`src/rtl/dff_logic_pipe.sv`:
```
// Elastic register pipeline of DEPTH stages with valid/ready handshake, bubble collapse,
// synchronous flush and an occupancy counter. q is driven straight from the last stage.
module dff_logic_pipe #(
  parameter int WIDTH = 8,
  parameter int DEPTH = 4
) (
  input  logic                         c,
  input  logic                         r,
  input  logic                         flush,
  input  logic                         in_valid,
  output logic                         in_ready,
  input  logic [WIDTH-1:0]             d,
  output logic                         out_valid,
  input  logic                         out_ready,
  output logic [WIDTH-1:0]             q,
  output logic [$clog2(DEPTH+1)-1:0]   count
);

  localparam int CW = $clog2(DEPTH+1);

  logic [DEPTH-1:0]             vld_q, vld_d;
  logic [DEPTH-1:0]             adv, load;
  logic [DEPTH-1:0][WIDTH-1:0]  data_q, data_d;
  logic [CW-1:0]                count_q, count_d;
  logic                         in_xfer, out_xfer;

  // Walk from the output side: a stage advances when it is valid and everything
  // downstream of it can make room (empty or itself advancing).
  always_comb begin
    logic nf;
    nf       = out_ready;
    adv      = '0;
    load     = '0;
    vld_d    = vld_q;
    data_d   = data_q;
    in_ready = 1'b0;
    in_xfer  = 1'b0;
    out_xfer = 1'b0;
    count_d  = count_q;

    for (int i = DEPTH - 1; i >= 0; i--) begin
      adv[i] = vld_q[i] & nf;
      nf     = ~vld_q[i] | nf;
    end

    in_ready = nf & ~flush;
    in_xfer  = in_valid & in_ready;
    out_xfer = vld_q[DEPTH-1] & out_ready;

    load[0] = in_xfer;
    for (int i = 1; i < DEPTH; i++) begin
      load[i] = adv[i-1];
    end

    for (int i = 0; i < DEPTH; i++) begin
      vld_d[i] = (vld_q[i] & ~adv[i]) | load[i];
    end

    if (load[0]) data_d[0] = d;
    for (int i = 1; i < DEPTH; i++) begin
      if (load[i]) data_d[i] = data_q[i-1];
    end

    case ({in_xfer, out_xfer})
      2'b10:   count_d = count_q + CW'(1);
      2'b01:   count_d = count_q - CW'(1);
      default: count_d = count_q;
    endcase
  end

  // State register; flush drops valid bits and occupancy but leaves stale data in place.
  always_ff @(posedge c) begin
    if (r) begin
      vld_q   <= '0;
      data_q  <= '0;
      count_q <= '0;
    end else begin
      data_q <= data_d;
      if (flush) begin
        vld_q   <= '0;
        count_q <= '0;
      end else begin
        vld_q   <= vld_d;
        count_q <= count_d;
      end
    end
  end

  assign out_valid = vld_q[DEPTH-1];
  assign q         = data_q[DEPTH-1];
  assign count     = count_q;

endmodule

```
`config.mk`:
```
export PLATFORM = sky130hd
export DESIGN_NAME = dff_logic_pipe
export DESIGN_NICKNAME = d
export VERILOG_FILES = /design/src/rtl/dff_logic_pipe.sv
export SDC_FILE = /design/constraint.sdc
export NUM_CORES = 1
export LEC_CHECK = 0
export BUFFER_PORTS_ARGS = -buffer_cell sky130_fd_sc_hd__buf_4
export CORE_MARGIN = 4
export CORE_UTILIZATION = 35
export CTS_CLUSTER_SIZE = 12
export DETAILED_ROUTE_END_ITERATION = 6
export GPL_ROUTABILITY_DRIVEN = 0
export PLACE_DENSITY_LB_ADDON = 0.05
export SETUP_SLACK_MARGIN = 0.2
export SLEW_MARGIN = 20
export SYNTH_ARGS = -nofsm -noshare
export SYNTH_HDL_FRONTEND = slang
export SYNTH_SLANG_ARGS = --single-unit
```
`constraint.sdc`:
```
create_clock -name c -period 3.9 [get_ports c]
set_input_delay 0.195 -clock c [delete_from_list [all_inputs] [get_ports c]]
set_output_delay 0.195 -clock c [all_outputs]
set_load 0.1 [all_outputs]
```
==> impl_metrics.json <==
{
  "worstSetupStartpoint": "vld_q[2]$_SDFF_PP0_",
  "largest_fanout_on_the_critical_path": 13,
  "antenna-diode-count": 0,
  "reg2reg_to": "count[2]$_SDFFE_PP0P_",
  "first_global_vias": 1220,
  "final.setup_skew_ps": 3.69,
  "grt_use_total_pct": 12.0,
  "powerDensity_nw_per_um2": 421,
  "final_common_cell": "sky130_fd_sc_hd__dfxtp_1",
  "placed_cell_area_um2": 1780,
  "count_of_warnings_emitted_by_yosys": 0,
  "status": "completed",
  "core_region_area_um2": 4440,
  "cts_setup_buffers": 0,
  "clock_latency_ps": 290,
  "tightestPinTransition_ps": 1050,
  "wl_um": 3120,
  "drt_pre_antenna_iters": 4,
  "layout.cells.most_common_list": "sky130_fd_sc_hd__dfxtp_1, sky130_fd_sc_hd__a21oi_1, sky130_fd_sc_hd__o21ai_0, sky130_fd_sc_hd__buf_4, sky130_fd_sc_hd__nand3_1",
  "grt_max_degree": 42,
  "ys_types": 22,
  "r2r-start": "vld_q[2]$_SDFF_PP0_",
  "total_leakage_power_nw": 0.680,
  "post_route_ant_nets": 0,
  "portBuffers": 25,
  "cts-buffers-inserted": 5,
  "required_ps": 4130,
  "synth.net_count": 204,
  "tritoncts_clock_tree": "done",
  "netlist_instances": 189,
  "final-hold-violation-count": 0,
  "chipWidth_um": 76.5,
  "synth_top_area_share_pct": 47.6,
  "io-pin-count": 26,
  "cts-root-buf": "sky130_fd_sc_hd__clkbuf_8",
  "timing.final.crit_share_pct": 73.8,
  "ir_drop_uv": 171,
  "filler_cell_count": 477,
  "cts_hold_buf": 0,
  "grt_pass1_wl_um": 5610,
  "criticalPathCategory": "reg2reg",
  "critPathCaptureType": "flip-flop",
  "register_bit_count_reported_by_yosys": 39,
  "synth.avg_cell_area_um2": 8.69,
  "totalNegativeSetupSlack_ps": 0,
  "grt_overflow": 0,
  "per_cell_routed_wire_length_um": 12.2,
  "detailed_place_hpwl_um": 2250,
  "rsz0062_at_grt": "false",
  "cp_data_arrival_time_ps": 3110,
  "grt_antenna_before_repair": 0,
  "layout.nets": 217,
  "placement_rows": 24,
  "ctsHtreeMaxLevel": 2,
  "via_cell_ratio": 4.96,
  "area_growth_syn_to_layout_pct": 15.9,
  "crit_path_end": "count[2]$_SDFFE_PP0P_",
  "cts_num_sinks": 39,
  "synth_seq_area_share_pct": 47.6,
  "fmax_ghz": 0.347,
  "synthTopCellsByArea": "sky130_fd_sc_hd__dfxtp_1, sky130_fd_sc_hd__a21oi_1, sky130_fd_sc_hd__o21ai_0",
  "multi_input_area_um2": 721,
  "timing.final.max_slew_violations": 0,
  "cts_resized": 0,
  "timing.max_slew.rel_slack_pct": 30.0,
  "die-height_um": 76.5,
  "crit_path_start_kind": "flip-flop",
  "pre_cts_slack_ps": 995,
  "cts_max_path_buffers": 2,
  "overall_die_area_um2": 5850,
  "cell_taking_the_most_area_after_synthesis": "sky130_fd_sc_hd__dfxtp_1",
  "final_setup_violations": 0,
  "ff_latch_area_um2": 781,
  "timing.hold.worst_path_depth": 3,
  "worst-r2r-setup-slack_ps": 1020,
  "drt_iter0_drc": 76,
  "finalCriticalPeriod_ps": 2880,
  "r2r.worst_path.cells": 9,
  "min_delay_path_class": "in2reg",
  "design_area_um2": 1900,
  "worst_setup_hold_path_clk_slew_ps": 70,
  "route.vias.total": 1265,
  "floorplan.initialDensity_pct": 36.9,
  "finalWorstSetupSlack_ps": 1020,
  "max_cap_viol_count": 0,
  "drc": 0,
  "synth.cell_area_um2": 1640,
  "drive_gt1_share_pct": 16.3
}
[Yosys cell counts]
cell type,n
sky130_fd_sc_hd__o21ai_0,25
sky130_fd_sc_hd__buf_4,9
sky130_fd_sc_hd__nand2b_1,18
sky130_fd_sc_hd__buf_1,1
sky130_fd_sc_hd__dfxtp_1,39
sky130_fd_sc_hd__and2_1,1
sky130_fd_sc_hd__nand3b_1,1
sky130_fd_sc_hd__xor2_1,2
sky130_fd_sc_hd__fa_1,1
sky130_fd_sc_hd__and3b_1,1
sky130_fd_sc_hd__buf_2,4
sky130_fd_sc_hd__clkbuf_1,5
sky130_fd_sc_hd__or3_1,1
sky130_fd_sc_hd__nand3_1,24
sky130_fd_sc_hd__nor2_1,5
sky130_fd_sc_hd__inv_1,8
sky130_fd_sc_hd__a21oi_1,32
sky130_fd_sc_hd__ha_1,1
sky130_fd_sc_hd__nor2b_1,1
sky130_fd_sc_hd__mux2i_1,8
sky130_fd_sc_hd__and4b_1,1
sky130_fd_sc_hd__nand4b_1,1
[power by group]
group          switching [mW]  internal, mW
sequential            0.00506         0.404
combinational          0.0259        0.0197
clock                   0.139         0.207
total                   0.170         0.631
[logic make-up (layout without fill, tap and decap cells)]
logic type / after synthesis / after routing / synth area share [%]
adders and majority gates: 2 / 2 / 1.98
DFF: 39 / 39 / 47.6
muxes: 8 / 8 / 4.88
and+or+nand+nor: 54 / 54 / 18.6
buffers and inverters: 27 / 41 / 8.54
xor gates and xnor gates: 2 / 2 / 1.07
AOI/OAI and AO/OA: 57 / 57 / 17.4
[metrics by stage]
stage          util [%]  total power, mW  cells  hold WS (ps)
2_1_floorplan         -            0.449    189           312
5_1_grt            42.8            0.834    255           162
6_report           42.8            0.801    255           127
4_1_cts            42.8            0.812    255           118
3_5_place_dp       40.1            0.465    247           418
3_3_place_gp       40.1            0.463    247           419
[state kept, by name, indices dropped and copies added (netlist names)]
signal / cells
data_q: 24
q: 8
vld_q: 4
count: 3
[critical path, stage by stage (launching register included)]
cell,delay (ps)
sky130_fd_sc_hd__dfxtp_1,430
sky130_fd_sc_hd__and4b_1,370
sky130_fd_sc_hd__a21oi_1,870
sky130_fd_sc_hd__inv_1,110
sky130_fd_sc_hd__ha_1,270
sky130_fd_sc_hd__inv_1,70
sky130_fd_sc_hd__fa_1,170
sky130_fd_sc_hd__xor2_1,70
sky130_fd_sc_hd__or3_1,300
sky130_fd_sc_hd__a21oi_1,150
[area by class of cell]
class | count | share of cell area, %
Sequential cell | 39 | 41.1
Multi-Input combinational cell | 123 | 37.9
Timing Repair Buffer | 25 | 9.87
Clock buffer | 6 | 4.34
Tap cell | 52 | 3.42
Clock inverter | 2 | 1.84
Inverter | 8 | 1.58
[worst min-delay path by stage]
stage                   from                endpoint  slack, ps
floorplan           in_valid     vld_q[0]$_SDFF_PP0_        310
global route            d[6]  data_q[6]$_SDFFE_PP0P_        160
detailed placement  in_valid     vld_q[0]$_SDFF_PP0_        420
finish              in_valid     vld_q[0]$_SDFF_PP0_        130
global placement    in_valid     vld_q[0]$_SDFF_PP0_        420
CTS                 in_valid     vld_q[0]$_SDFF_PP0_        120
[routing by layer]
| metal | GRT usage [%] | vias to the layer above | routed length (um) |
|---|---|---|---|
| met5 | 0 | - | 0 |
| met4 | 8.15 | 0 | 88 |
| met3 | 3.55 | 7 | 180 |
| met2 | 18.3 | 32 | 1370 |
| met1 | 14.6 | 560 | 1480 |
| li1 | - | 666 | - |
(Power assumes the default switching activity.)
